File: config.mk
export PLATFORM = sky130hd
export DESIGN_NAME = sprite_motion_ctrl_flat
export DESIGN_NICKNAME = d
export VERILOG_FILES = /design/src/rtl/pong_pkg.sv /design/src/rtl/sprite_motion_ctrl_if.sv /design/src/rtl/bounce_axis.sv /design/src/rtl/sprite_motion_ctrl.sv /design/src/flat_wrapper.sv
export SDC_FILE = /design/constraint.sdc
export NUM_CORES = 1
export LEC_CHECK = 0
export CAP_MARGIN = 15
export CORE_UTILIZATION = 53
export CTS_CLUSTER_DIAMETER = 60
export DETAILED_ROUTE_END_ITERATION = 6
export PLACE_DENSITY = 0.81
export SYNTH_ARGS = -nofsm -noshare
export SYNTH_HDL_FRONTEND = slang
export SYNTH_SLANG_ARGS = --single-unit
File: constraint.sdc
create_clock -name clk -period 3 [get_ports clk]
set_input_delay 0.6 -clock clk [delete_from_list [all_inputs] [get_ports clk]]
set_output_delay 0.6 -clock clk [all_outputs]
set_load 0.01 [all_outputs]
File: src/rtl/pong_pkg.sv
// pong_pkg: shared screen geometry and motion types for the puck sequencer.
package pong_pkg;
  localparam int SCREEN_W = 1280;
  localparam int SCREEN_H = 720;
  typedef enum logic [1:0] {IDLE = 2'd0, RUN = 2'd1, PAUSE = 2'd2} motion_state_t;
  typedef enum logic {POS = 1'b0, NEG = 1'b1} dir_t;
endpackage

File: src/rtl/sprite_motion_ctrl_if.sv
// sprite_motion_ctrl_if: video timing, control and sprite position signals of the puck sequencer.
interface sprite_motion_ctrl_if #(parameter int SPEED_W = 4);
  logic [10:0] hcount;
  logic [9:0] vcount;
  logic start;
  logic pause;
  logic [SPEED_W-1:0] dx_mag;
  logic [SPEED_W-1:0] dy_mag;
  logic [10:0] x;
  logic [9:0] y;
  logic [1:0] state;
  logic hit_x;
  logic hit_y;
  logic frame_tick;
  modport master(output hcount, vcount, start, pause, dx_mag, dy_mag,
                 input x, y, state, hit_x, hit_y, frame_tick);
  modport slave(input hcount, vcount, start, pause, dx_mag, dy_mag,
                output x, y, state, hit_x, hit_y, frame_tick);
endinterface

File: src/rtl/bounce_axis.sv
// bounce_axis: one-axis step with wall reflection; the compare runs one bit wider so
// neither the add nor the subtract can wrap.
module bounce_axis
  import pong_pkg::*;
#(
  parameter int LIMIT   = 1152,
  parameter int POS_W   = 11,
  parameter int SPEED_W = 4
) (
  input  logic [POS_W-1:0]   pos,
  input  dir_t               dir,
  input  logic [SPEED_W-1:0] speed,
  input  logic               step_en,
  output logic [POS_W-1:0]   nxt_pos,
  output dir_t               nxt_dir,
  output logic               hit
);
  logic [POS_W:0] spd, sum;
  logic over, under;
  always_comb begin
    spd     = (POS_W+1)'(speed);
    sum     = {1'b0, pos} + spd;
    over    = dir == POS && sum > (POS_W+1)'(LIMIT);
    under   = dir == NEG && {1'b0, pos} < spd;
    hit     = step_en && (over || under);
    nxt_pos = !step_en ? pos : over ? POS_W'(LIMIT) : under ? '0 :
              dir == POS ? sum[POS_W-1:0] : pos - spd[POS_W-1:0];
    nxt_dir = !step_en ? dir : over ? NEG : under ? POS : dir;
  end
endmodule

File: src/rtl/sprite_motion_ctrl.sv
// sprite_motion_ctrl: per-frame puck position sequencer; steps once per frame in
// vertical blanking, the cycle after the registered frame tick.
module sprite_motion_ctrl
  import pong_pkg::*;
#(
  parameter int SCREEN_W = pong_pkg::SCREEN_W,
  parameter int SCREEN_H = pong_pkg::SCREEN_H,
  parameter int WIDTH    = 128,
  parameter int HEIGHT   = 128,
  parameter int START_X  = 576,
  parameter int START_Y  = 296,
  parameter int SPEED_W  = 4
) (
  input logic clk,
  input logic rst_n,
  sprite_motion_ctrl_if.slave bus
);
  motion_state_t state, state_n;
  dir_t dir_x, dir_y, ndir_x, ndir_y;
  logic [SPEED_W-1:0] vx, vy;
  logic [10:0] pos_x, npos_x;
  logic [9:0] pos_y, npos_y;
  logic frame_tick, hit_x, hit_y, hx, hy, step_en, serve, tick_c;
  always_comb begin
    tick_c  = bus.hcount == 11'd0 && bus.vcount == 10'(SCREEN_H);
    serve   = state == IDLE && bus.start;
    step_en = state == RUN && frame_tick && !bus.pause;
    state_n = state == IDLE ? (bus.start ? RUN : IDLE) : (bus.pause ? PAUSE : RUN);
  end
  bounce_axis #(.LIMIT(SCREEN_W - WIDTH), .POS_W(11), .SPEED_W(SPEED_W)) u_x (
    .pos(pos_x), .dir(dir_x), .speed(vx), .step_en(step_en),
    .nxt_pos(npos_x), .nxt_dir(ndir_x), .hit(hx)
  );
  bounce_axis #(.LIMIT(SCREEN_H - HEIGHT), .POS_W(10), .SPEED_W(SPEED_W)) u_y (
    .pos(pos_y), .dir(dir_y), .speed(vy), .step_en(step_en),
    .nxt_pos(npos_y), .nxt_dir(ndir_y), .hit(hy)
  );
  always_ff @(posedge clk or negedge rst_n) begin
    if (!rst_n) begin
      state      <= IDLE;
      pos_x      <= 11'(START_X);
      pos_y      <= 10'(START_Y);
      dir_x      <= POS;
      dir_y      <= POS;
      vx         <= '0;
      vy         <= '0;
      frame_tick <= 1'b0;
      hit_x      <= 1'b0;
      hit_y      <= 1'b0;
    end else begin
      state      <= state_n;
      pos_x      <= npos_x;
      pos_y      <= npos_y;
      dir_x      <= serve ? POS : ndir_x;
      dir_y      <= serve ? POS : ndir_y;
      vx         <= serve ? bus.dx_mag : vx;
      vy         <= serve ? bus.dy_mag : vy;
      frame_tick <= tick_c;
      hit_x      <= hx;
      hit_y      <= hy;
    end
  end
  assign bus.x          = pos_x;
  assign bus.y          = pos_y;
  assign bus.state      = state;
  assign bus.hit_x      = hit_x;
  assign bus.hit_y      = hit_y;
  assign bus.frame_tick = frame_tick;
endmodule

File: src/flat_wrapper.sv
// flat-port wrapper written by rule: the top's interface ports become plain ports
module sprite_motion_ctrl_flat import pong_pkg::*;
#(
  parameter int SCREEN_W = pong_pkg::SCREEN_W,
  parameter int SCREEN_H = pong_pkg::SCREEN_H,
  parameter int WIDTH    = 128,
  parameter int HEIGHT   = 128,
  parameter int START_X  = 576,
  parameter int START_Y  = 296,
  parameter int SPEED_W  = 4
)
  (clk, rst_n, bus_hcount, bus_vcount, bus_start, bus_pause, bus_dx_mag, bus_dy_mag, bus_x, bus_y, bus_state, bus_hit_x, bus_hit_y, bus_frame_tick);
  sprite_motion_ctrl_if #(.SPEED_W(SPEED_W)) bus_i ();
  input logic clk;
  input logic rst_n;
  input wire logic [$bits(bus_i.hcount)-1:0] bus_hcount;
  input wire logic [$bits(bus_i.vcount)-1:0] bus_vcount;
  input wire logic [$bits(bus_i.start)-1:0] bus_start;
  input wire logic [$bits(bus_i.pause)-1:0] bus_pause;
  input wire logic [$bits(bus_i.dx_mag)-1:0] bus_dx_mag;
  input wire logic [$bits(bus_i.dy_mag)-1:0] bus_dy_mag;
  output wire logic [$bits(bus_i.x)-1:0] bus_x;
  output wire logic [$bits(bus_i.y)-1:0] bus_y;
  output wire logic [$bits(bus_i.state)-1:0] bus_state;
  output wire logic [$bits(bus_i.hit_x)-1:0] bus_hit_x;
  output wire logic [$bits(bus_i.hit_y)-1:0] bus_hit_y;
  output wire logic [$bits(bus_i.frame_tick)-1:0] bus_frame_tick;
  assign bus_i.hcount = bus_hcount;
  assign bus_i.vcount = bus_vcount;
  assign bus_i.start = bus_start;
  assign bus_i.pause = bus_pause;
  assign bus_i.dx_mag = bus_dx_mag;
  assign bus_i.dy_mag = bus_dy_mag;
  assign bus_x = bus_i.x;
  assign bus_y = bus_i.y;
  assign bus_state = bus_i.state;
  assign bus_hit_x = bus_i.hit_x;
  assign bus_hit_y = bus_i.hit_y;
  assign bus_frame_tick = bus_i.frame_tick;
  sprite_motion_ctrl #(.SCREEN_W(SCREEN_W), .SCREEN_H(SCREEN_H), .WIDTH(WIDTH), .HEIGHT(HEIGHT), .START_X(START_X), .START_Y(START_Y), .SPEED_W(SPEED_W)) u_core (.clk(clk), .rst_n(rst_n), .bus(bus_i));
endmodule
==> flow_summary.yaml, run 1 <==
cts:
  clk_latency_ns: 0.29
  cts_buffers: 5
  cts_root_buffer: "clkbuf_8"
  clockBufferDepth: 2
  ctsHoldBuffers: 0
  clock_sinks: 36
  post_cts_buffers: 0
  tritoncts: "yes"
  clkSlewWorstSetupHoldPaths_ns: 0.08
  cts_resized: 0
  htreeDepth: 2
critical_path:
  worstPathArrival_ns: 3.06
  endpoint_kind: "flop"
  critical_path.max_fanout: 10
  start_kind: "flop"
  cp.required_ns: 3.21
  critical_path_class: "reg -> reg"
final_layout:
  fillers: 472
  synthToLayoutAreaGrowth_pct: 24.5
  drive_gt1_share_pct: 11.9
  nNetsFinal: 473
  antenna_cells: 0
  fin_area_mm2: 0.00381
die:
  fp.dieW_um: 78.0
  core_mm2: 0.00554
  die-area_mm2: 0.00608
  die_y_um: 78.0
  rows: 27
  start_util_pct: 55.2
  pin_count: 59
flow_run:
  cap_violations: 0
drt:
  first_pass_iters: 5
  wl_met1_um: 3550
  dr_wl_met3_um: 444
  wl_met2_um: 3700
  drt_wl_total_um: 7720
  ant_nets: 0
  top_layer: "met4"
  viasPerCell: 6.10
  routedWlPerCell_um: 15.7
  first_iter_violations: 160
  via_count: 3005
  drc: 0
logic_synthesis:
  synth_seq_cells: 36
  synth_common_cells: "nand2_1 (35), dfrtp_1 (31), nor2_1 (26), o21ai_0 (25), inv_1 (23)"
  ys_seq_area_share_pct: 29.7
  synth_top_area_share_pct: 25.4
  yosysUniqueCellTypes: 73
  yosysMostFrequentCell: "nand2_1"
  synth_area_per_cell_um2: 8.31
  synth_top_cells_by_area: "dfrtp_1 (25%), ha_1 (6.5%), dfstp_2 (4.3%), nand2_1 (4.3%), o21ai_0 (4.1%)"
  syn_area_mm2: 0.00306
  ys_warn_count: 0
  synth_ff_type: "dfrtp_1"
  synth_edf_count: 0
  synth_nets: 421
  synthArstFlopShare_pct: 100
  synthCells: 368
  yosys.area.top_type: "dfrtp_1"
grt:
  grt_pass1_wl_um: 12900
  grt-ovfl-total: 0
  antenna_found_initial: 0
  grt_usage_pct: 26.7
  grt_pass1_vias: 2885
  grt_max_degree: 37
sta:
  skew_ns: 0.0107
  grt_setup_unrepaired: "false"
  setup_tns_ns: 0
  holdWs_ns: 0.384
  slew_headroom_pct: 47.3
  period_share_pct: 95.1
  setup-violations-final: 0
  worst_pin_slew_ns: 0.790
  slew_violations: 0
  fmax_mhz: 351
  finalHoldViolCount: 0
  post-route-min-period_ns: 2.85
power:
  power.density_mw_per_mm2: 387
  leakage_uw: 0.00150
  peakVddDrop_mv: 0.312
  totalPowerFinal_uw: 1470
place:
  place_hpwl_um: 5740
  placed_area_mm2: 0.00370
  place.gp.congestion: 0.940
  io_buffers: 58
outcome:
  outcome: "finished, final reports clean"
worst_hold_path:
  hp-class: "in -> async"
==> where the power goes <==
| group | leakage, uW | switching, uW | internal (uW) |
|---|---|---|---|
| clock | 0.0000510 | 181 | 184 |
| sequential | 0.000441 | 27.9 | 526 |
| combinational | 0.00101 | 304 | 252 |
| total | 0.00150 | 512 | 962 |
==> cells in the final DEF (no fill, tap or decap), drive strengths merged, types with 4 or more instances in the layout <==
cell type,netlist,final
ha,16,16
or3,5,5
o31ai,8,8
dfrtp,31,31
o21a,5,5
fa,4,4
nor2b,10,10
a21o,5,5
nor4,7,7
nor3,9,9
o211ai,5,5
nor2,26,26
o21ai,28,28
clkbuf,17,6
nand4,4,4
nand3,8,8
nand2,36,36
buf,6,11
o22ai,7,7
nor3b,4,4
and3,4,4
clkdlybuf4s50,0,57
inv,23,23
xnor2,6,6
dfstp,5,5
o31a,4,4
a31oi,8,8
a21oi,18,18
and2,6,6
==> worst max-delay path, stage by stage, from the launching register on <==
cell,delay (ns)
dfrtp_1,0.41
ha_1,0.23
inv_1,0.08
fa_2,0.26
nor2_2,0.06
o311a_2,0.41
and4_1,0.22
a211oi_1,0.43
o41ai_4,0.17
buf_6,0.18
a211oi_1,0.22
o22ai_1,0.11
==> through the flow <==
| step | utilization (%) | instances | worst slack, ns |
|---|---|---|---|
| after floorplan | - | 368 | 0.239 |
| after global placement | 66.8 | 485 | 0.215 |
| after detailed placement | 66.8 | 485 | 0.0875 |
| after CTS | 68.4 | 493 | 0.0425 |
| after global routing | 68.7 | 493 | 0.00715 |
| final | 68.7 | 493 | 0.148 |
==> registers in the layout (all words and copies together) (netlist names), 2 cells and up <==
register	count
u_core.vy	4
u_core.bus.state	2
u_core.bus.y	10
u_core.bus.x	11
u_core.vx	4
==> worst paths after layout <==
path / from / to / slack [ns] / cells after the start
worst min register to register: u_core.bus.y[3] / u_core.bus.y[3] / 0.51 / 2
min in group clk: u_core.bus.y[3] / u_core.bus.y[3] / 0.51 / 2
max in group asynchronous: rst_n / u_core.bus.y[1] / 2.08 / 1
worst max register to register: u_core.bus.x[0] / u_core.bus.x[6] / 0.15 / 11
worst min-delay path: rst_n / u_core.bus.y[1] / 0.38 / 1
worst max-delay path: u_core.bus.x[0] / u_core.bus.x[6] / 0.15 / 11
==> layer usage <==
metal  global-route usage [%]  up-vias
met1                     36.7     1421
met3                     4.35        4
met2                     44.2      121
met5                        0        -
li1                         -     1459
met4                     5.19        0
==> cells by family after synthesis <==
kind of cell             Yosys count  share of synthesized area [%]
adder cells (fa/ha/maj)           20                           9.17
XOR/XNOR                           7                           2.00
flip-flops                        36                           29.7
AO/OA/AOI/OAI                    121                           28.3
multiplexers                       6                           2.09
buffers and inverters             46                           6.10
AND/OR/NAND/NOR                  132                           22.7
==> cell type report <==
class / instances / area [um^2] / area share [%]
Clock buffer: 6 / 82.6 / 2.17
Clock inverter: 2 / 10.0 / 0.263
Inverter: 23 / 86.3 / 2.27
Multi-Input combinational cell: 286 / 1970 / 51.9
Sequential cell: 36 / 908 / 23.9
Tap cell: 72 / 90.1 / 2.37
Timing Repair Buffer: 68 / 654 / 17.2
Power figures use the tool's default switching activity.
==> inputs of run 2 (changes only) <==
--- a/config.mk
+++ b/config.mk
@@ -9,6 +9,7 @@
 export CORE_UTILIZATION = 53
 export CTS_CLUSTER_DIAMETER = 60
 export DETAILED_ROUTE_END_ITERATION = 6
+export GPL_TIMING_DRIVEN = 0
 export PLACE_DENSITY = 0.81
 export SYNTH_ARGS = -nofsm -noshare
 export SYNTH_HDL_FRONTEND = slang
==> run 2 against run 1 <==
Effect of this change: combinational power grew 2%; worst hold slack worse by 0.00085 ns; via count rose by 3.5%; utilization rose by 2.0 points; clock skew is 0.0063 ns lower; sequential power is essentially flat; non-clock buffer count increased by 17; clock-buffer cell count up 1; total power increased by 8.2%; final cell count rose by 3.4%; first-iteration DRC count increased by 23%.
==> flow_summary.yaml, run 2 (synthesized netlist as in run 1, its figures left out) <==
cts:
  clkSlewWorstSetupHoldPaths_ns: 0.08
  cts_root_buffer: "clkbuf_8"
  ctsHoldBuffers: 0
  clk_latency_ns: 0.29
  cts_buffers: 5
  htreeDepth: 2
  clockBufferDepth: 2
  clock_sinks: 36
  tritoncts: "yes"
final_layout:
  drive_gt1_share_pct: 11.9
  synthToLayoutAreaGrowth_pct: 28.0
  antenna_cells: 0
  final_cell_mix: "clkdlybuf4s50_1 (57), nand2_1 (35), dfrtp_1 (31)"
  final_common_cell: "clkdlybuf4s50_1"
  final_util_pct: 70.7
  fillers: 486
  nNetsFinal: 490
  largest_register_ffs: 11
power:
  peakVddDrop_mv: 0.261
  power.density_mw_per_mm2: 408
  totalPowerFinal_uw: 1600
  leakage_uw: 0.00153
drt:
  ant_nets: 0
  drt_wl_total_um: 8190
  viasPerCell: 6.10
  first_pass_iters: 4
  drc: 0
  first_iter_violations: 196
  via_count: 3111
  routedWlPerCell_um: 16.1
grt:
  grt_max_degree: 37
  grt_usage_pct: 28.4
  grt_pass1_vias: 2962
  grt_pass1_wl_um: 13600
  antenna_found_initial: 0
  grt-ovfl-total: 0
sta:
  fmax_mhz: 350
  fin_ws_ns: 0.146
  setup_tns_ns: 0
  post-route-min-period_ns: 2.85
  setup-violations-final: 0
  slew_violations: 0
  worst_pin_slew_ns: 0.791
  slew_headroom_pct: 47.3
  finalHoldViolCount: 0
  period_share_pct: 95.1
  skew_ns: 0.00445
die:
  rows: 27
  die_y_um: 78.0
  core_mm2: 0.00554
  start_util_pct: 55.2
  fp.dieW_um: 78.0
  die-area_mm2: 0.00608
  pin_count: 59
place:
  io_buffers: 58
  place.gp.congestion: 0.937
  place_hpwl_um: 6070
  post-place-ws_ns: -0.242
flow_run:
  cap_violations: 0
critical_path:
  critical_path_class: "reg -> reg"
  cp.required_ns: 3.21
  endpoint_kind: "flop"
  r2r_cells: 11
  critical_path.max_fanout: 7
  start_kind: "flop"
  worstPathArrival_ns: 3.06
outcome:
  outcome: "finished, final reports clean"
worst_hold_path:
  hp-class: "in -> async"
run 2: changes by cell type in the layout (fill, tap and decap cells not counted), moves of 2 or more:
| cell | previous run | this run |
|---|---|---|
| buf_2 | 1 | 3 |
| buf_1 | 0 | 2 |
| buf_4 | 9 | 5 |
| clkinv_2 | 2 | 0 |
| clkbuf_1 | 0 | 17 |
run 2: critical path, stage by stage (launching register included):
cell and delay (ns):
dfrtp_1 0.43, ha_1 0.24, inv_1 0.08, fa_2 0.27, nor2_2 0.07, o311a_2 0.40, a41oi_1 0.27, a311oi_2 0.08
o41ai_4 0.35, buf_4 0.21, nand2_4 0.11, o31ai_2 0.26
run 2: timing repair:
| action | 4_1_cts | 5_1_grt |
|---|---|---|
| setup endpoints to repair | 19 | 21 |
| buffers inserted | 3 | 1 |
| hold endpoints to repair | 0 | 0 |
| pin swaps | 1 | 1 |
| gates resized for setup | 3 | 7 |
run 2: final timing paths:
kind	endpoint	slack (ns)	start
min	u_core.bus.y[0]	0.38	rst_n
min reg2reg	u_core.bus.y[3]	0.51	u_core.bus.y[3]
max reg2reg	u_core.bus.x[3]	0.15	u_core.bus.x[0]
max	u_core.bus.x[3]	0.15	u_core.bus.x[0]
max in group asynchronous	u_core.bus.x[3]	2.11	rst_n
min in group clk	u_core.bus.y[3]	0.51	u_core.bus.y[3]
run 2: layer usage:
layer / track usage, % / share of wire (%) / up-vias
met5: 0 / 0 / -
met4: 10.6 / 2.7 / 0
met3: 6.47 / 7.4 / 25
met2: 45.9 / 45 / 151
met1: 37.1 / 44 / 1447
li1: - / - / 1488
run 2: metrics by stage:
step           cells  instance area, um^2  hold slack (ns)
2_1_floorplan    368                 3060            0.304
3_3_place_gp     498                 3730            0.488
3_5_place_dp     498                 3720            0.503
4_1_cts          509                 3890            0.422
5_1_grt          510                 3920            0.455
6_report         510                 3920            0.383
run 2: report_power, final:
part / switching, uW / total, uW / internal, uW
Sequential: 27.0 / 553 / 526
Clock: 185 / 478 / 293
Combinational: 308 / 565 / 257
run 2: layout make-up:
cell class	count	area (um^2)	area share, %
Clock buffer	7	96.3	2.46
Tap cell	72	90.1	2.30
Clock inverter	1	30.0	0.767
Multi-Input combinational cell	286	2000	51.1
Inverter	23	86.3	2.21
Buffer	23	100	2.56
Timing Repair Buffer	62	606	15.5
Sequential cell	36	907	23.2
==> inputs of run 3 (changes only) <==
--- a/config.mk
+++ b/config.mk
@@ -10,7 +10,7 @@
 export CTS_CLUSTER_DIAMETER = 60
 export DETAILED_ROUTE_END_ITERATION = 6
 export GPL_TIMING_DRIVEN = 0
-export PLACE_DENSITY = 0.81
+export PLACE_DENSITY = 0.83
 export SYNTH_ARGS = -nofsm -noshare
 export SYNTH_HDL_FRONTEND = slang
 export SYNTH_SLANG_ARGS = --single-unit
==> run 3 against run 2 <==
Effect of this change: largest power group unchanged; clock power down 7.3%; combinational power up 1%; first-iteration DRC count up 79%; sequential share of layout area up 0.067 points.
==> flow_summary.yaml, run 3 (synthesized netlist as in run 1, its figures left out) <==
drt:
  drc: 0
  first_pass_iters: 6
  via_count: 3183
  routedWlPerCell_um: 15.9
  ant_nets: 0
  first_iter_violations: 350
  drt_wl_total_um: 8080
  viasPerCell: 6.25
critical_path:
  critical_path_class: "reg -> reg"
  r2r-start: "u_core.bus.y[0]"
  r2r_cells: 10
  endpoint_kind: "flop"
  slowest_delay_ns: 0.42
  rr_endpoint: "u_core.bus.y[1]"
  cp.required_ns: 3.16
  crit_slowest_cell: "dfrtp_1"
  start_kind: "flop"
  path_cells: "ha_1 -> inv_1 -> fa_1 -> and2_1 -> a32oi_1 -> a21oi_1 -> o311ai_2 -> a22oi_2 -> o21ai_2 -> o22ai_1"
  rrSetupSlack_ns: 0.18
  critical_path.max_fanout: 6
  cp-startpoint: "u_core.bus.y[0]"
  worstPathArrival_ns: 2.98
power:
  leakage_uw: 0.00152
  power.density_mw_per_mm2: 402
  peakVddDrop_mv: 0.257
die:
  pin_count: 59
  core_mm2: 0.00554
  fp.dieW_um: 78.0
  die-area_mm2: 0.00608
  start_util_pct: 55.2
  rows: 27
  die_y_um: 78.0
place:
  placed_area_mm2: 0.00372
  place.gp.congestion: 0.923
  io_buffers: 58
  post-place-ws_ns: -0.184
  place_hpwl_um: 5900
sta:
  finalHoldViolCount: 0
  slew_headroom_pct: 47.9
  post-route-min-period_ns: 2.82
  period_share_pct: 94.0
  slew_violations: 0
  setup-violations-final: 0
  grt_setup_unrepaired: "true"
  fmax_mhz: 355
  worst_pin_slew_ns: 0.781
  fin_ws_ns: 0.181
  skew_ns: 0.00451
cts:
  cts_buffers: 5
  ctsHoldBuffers: 0
  clockBufferDepth: 2
  clk_latency_ns: 0.30
  clkSlewWorstSetupHoldPaths_ns: 0.08
  clock_sinks: 36
  htreeDepth: 2
  cts_root_buffer: "clkbuf_8"
  tritoncts: "yes"
final_layout:
  multiInputGateArea_mm2: 0.00201
  synthToLayoutAreaGrowth_pct: 27.7
  fillers: 464
  fin_area_mm2: 0.00390
  nNetsFinal: 489
  seq_area_um2: 907
  drive_gt1_share_pct: 12.1
  antenna_cells: 0
  final_common_cell: "clkdlybuf4s50_1"
  largest_register_ffs: 11
  final_cell_mix: "clkdlybuf4s50_1 (57), nand2_1 (35), dfrtp_1 (31)"
grt:
  grt_pass1_vias: 2917
  grt_max_degree: 37
  grt-ovfl-total: 0
  antenna_found_initial: 0
  grt_usage_pct: 28.1
  grt_pass1_wl_um: 13700
worst_hold_path:
  hp-class: "in -> async"
flow_run:
  cap_violations: 0
outcome:
  outcome: "finished, final reports clean"
run 3: repair_timing:
action | 4_1_cts | 5_1_grt
pin swaps | 1 | 1
endpoints found under the setup margin | 20 | 21
buffers inserted | 3 | 1
gates resized for setup | 3 | 8
run 3: critical path: cells and delay by family (launching register included):
kind / cells / cell delay (ns)
and+or+nand+nor: 1 / 0.20
adders and majority gates: 2 / 0.64
AOI/OAI and AO/OA: 6 / 1.35
DFF: 1 / 0.42
buffers and inverters: 1 / 0.07
run 3: metrics by stage:
stage,util [%],instances,hold slack [ns],power (uW),setup TNS (ns)
floorplan,-,368,0.304,957,0
global placement,67.3,498,0.491,1090,-0.932
detailed placement,67.2,498,0.506,1120,-1.59
CTS,69.8,509,0.422,1560,0
global route,70.5,509,0.455,1670,-0.0233
finish,70.5,509,0.373,1570,0
run 3: where the power goes:
group          internal (uW)  switching (uW)  leakage, uW
clock                    246             197    0.0000541
combinational            258             316      0.00102
sequential               526            27.1     0.000442
run 3: metal layers:
metal / track usage, % / up-vias / share of wire (%)
met5: 0 / - / 0
met2: 45.5 / 181 / 47
met4: 9.63 / 0 / 2.1
met3: 5.41 / 25 / 8.1
li1: - / 1487 / -
met1: 37.6 / 1490 / 43
run 3: layout make-up:
cell class                 count  share of cell area, %
multi-input combinational    286                   51.4
timing repair buffer          62                   15.5
tap                           72                   2.31
sequential                    36                   23.2
clock inverter                 3                   1.09
buffer                        22                   2.47
clock buffer                   5                   1.76
inverter                      23                   2.21
run 3: worst max-delay path by stage:
stage / endpoint
after floorplan: u_core.bus.x[2]
after global placement: u_core.bus.x[2]
after detailed placement: u_core.bus.y[1]
after CTS: u_core.bus.x[8]
after global routing: u_core.bus.y[0]
final: u_core.bus.y[1]
==> edit: new RTL, flow settings as in run 2 <==
`WIDTH` is set to 128 in 2 places; all go to 64.
--- a/src/rtl/sprite_motion_ctrl.sv
+++ b/src/rtl/sprite_motion_ctrl.sv
@@ -5,7 +5,7 @@
 #(
   parameter int SCREEN_W = pong_pkg::SCREEN_W,
   parameter int SCREEN_H = pong_pkg::SCREEN_H,
-  parameter int WIDTH    = 128,
+  parameter int WIDTH    = 64,
   parameter int HEIGHT   = 128,
   parameter int START_X  = 576,
   parameter int START_Y  = 296,
--- a/src/flat_wrapper.sv
+++ b/src/flat_wrapper.sv
@@ -3,7 +3,7 @@
 #(
   parameter int SCREEN_W = pong_pkg::SCREEN_W,
   parameter int SCREEN_H = pong_pkg::SCREEN_H,
-  parameter int WIDTH    = 128,
+  parameter int WIDTH    = 64,
   parameter int HEIGHT   = 128,
   parameter int START_X  = 576,
   parameter int START_Y  = 296,
Behaviour: no difference found for any inputs over 10 cycles, from zero or initial values and one cycle with rst_n low; that may be too few to reach the edited logic, so the function may still have changed.
==> edit against run 2 <==
- sequential share of layout area is 0.31 points lower
- power is 2.3% lower
- critical endpoint is now u_core.bus.x[9]
- maximum frequency is 4.3% lower
- global-route usage is 0.10 points lower
- utilization is 1.6 points higher
- sequential cell count stayed put
- critical path depth is 1 lower
- via count is 4.1% lower
- setup slack worse by 130 ps
- routed wire length is 1.8% higher
- largest power group unchanged
- area after synthesis is 1.1% lower
- design area is 1.6% higher
==> edit: results (changes against run 2) <==
* Synth area leaders: dfrtp_1 (26%), ha_1 (6.6%), nand2_1 (4.7%)
* Netlist cell types at 76 (+4.1%)
* Clock Skews at 11.8 ps (+7.32 ps)
* Critical path arrival at 3190 ps (+130 ps)
* Post-CTS setup buffer count at 4 (+1)
* Post-synthesis mux area share at 2.77% (+0.69 points)
* Worst Reg-to-Reg Cells at 10 (-1)
* First-pass GRT wire length at 13.5 mm (-0.56%)
* Switching share of power at 34.2% (+1.7 points)
* Least-Margin Pin Slew at 853 ps (+62.6 ps)
* Reg2reg setup slack at 20 ps (-130 ps)
* Pleak at 1.70 nW (+11%)
* Tot GR Track Use at 28.3% (-0.10 points)
* Area after DPL at 3690 µm² (-0.91%)
* Vias in the first global route at 2878 (-2.8%)
* Setup crit start: u_core.vx[0]
* Status: complete, no violations
* Starting DRT DRC Count at 200 (+2.0%)
* Detailed placement HPWL at 5.86 mm (-3.3%)
* Max VDD drop at 0.284 mV (+9.0%)
* Seq/Total Area, Yosys at 30.0% (+0.33 points)
* Post-synthesis compound-gate area fraction at 25.7% (-2.6 points)
* Placement Setup Slack at -41.9 ps (+200 ps)
* Layout cell share with drive strength beyond 1 at 16.0% (+4.1 points)
* Fmax at 0.335 GHz (-4.3%)
* Adder-cell share of the synthesized area at 9.27% (+0.10 points)
* Xor/xnor share of the synthesized area at 2.61% (+0.60 points)
* Final-stage net count at 478 (-2.4%)
## edit: critical path: stages, from the launching register on
cell and delay (ps):
dfrtp_1 410, ha_4 170, inv_2 40, fa_2 340, or2_4 260, a221oi_4 340, and4_4 300, o211ai_2 110
a221oi_4 430, o21ai_4 130, o41ai_2 350
## edit: worst min path at each step
stage	to	cells past startpoint	start	slack (ps)
2_1_floorplan	u_core.bus.frame_tick	0	rst_n	300
3_3_place_gp	u_core.bus.y[3]	2	u_core.bus.y[3]	500
3_5_place_dp	u_core.bus.y[3]	2	u_core.bus.y[3]	510
4_1_cts	u_core.vx[1]	1	rst_n	430
5_1_grt	u_core.vx[1]	1	rst_n	480
6_report	u_core.bus.x[0]	1	rst_n	400
## edit: cells by family (layout without fill, tap and decap cells)
group           count (synthesis)  after routing
buf+inv                        45            123
flops                          36             36
simple gates                  130            130
fa+ha+maj                      20             20
compound gates                 99            100
mux                             8              8
xor+xnor                        9              9
## edit: final cells by class
type	instances	area, µm²
Multi-Input combinational cell	267	2020
Fill cell	420	1530
Sequential cell	36	910
Timing Repair Buffer	71	677
Inverter	24	90.1
Tap cell	72	90.1
Buffer	20	87.6
Clock buffer	6	72.6
Clock inverter	2	35.0
## edit: metrics by stage
stage / power (mW) / hold WS [ps] / instances / setup TNS (ps)
detailed placement: 1.08 / 507 / 477 / -87.9
CTS: 1.53 / 431 / 489 / -45.7
finish: 1.56 / 399 / 498 / 0
global route: 1.64 / 480 / 498 / -357
floorplan: 0.929 / 304 / 347 / 0
global placement: 1.06 / 501 / 477 / -76.5
## edit: layer usage
metal / global-route usage, % / vias up / share of wire [%]
met5: 0 / - / 0
met4: 11.3 / 0 / 2.0
met3: 3.41 / 16 / 4.9
met2: 46.9 / 112 / 48
met1: 37.5 / 1435 / 45
li1: - / 1422 / -
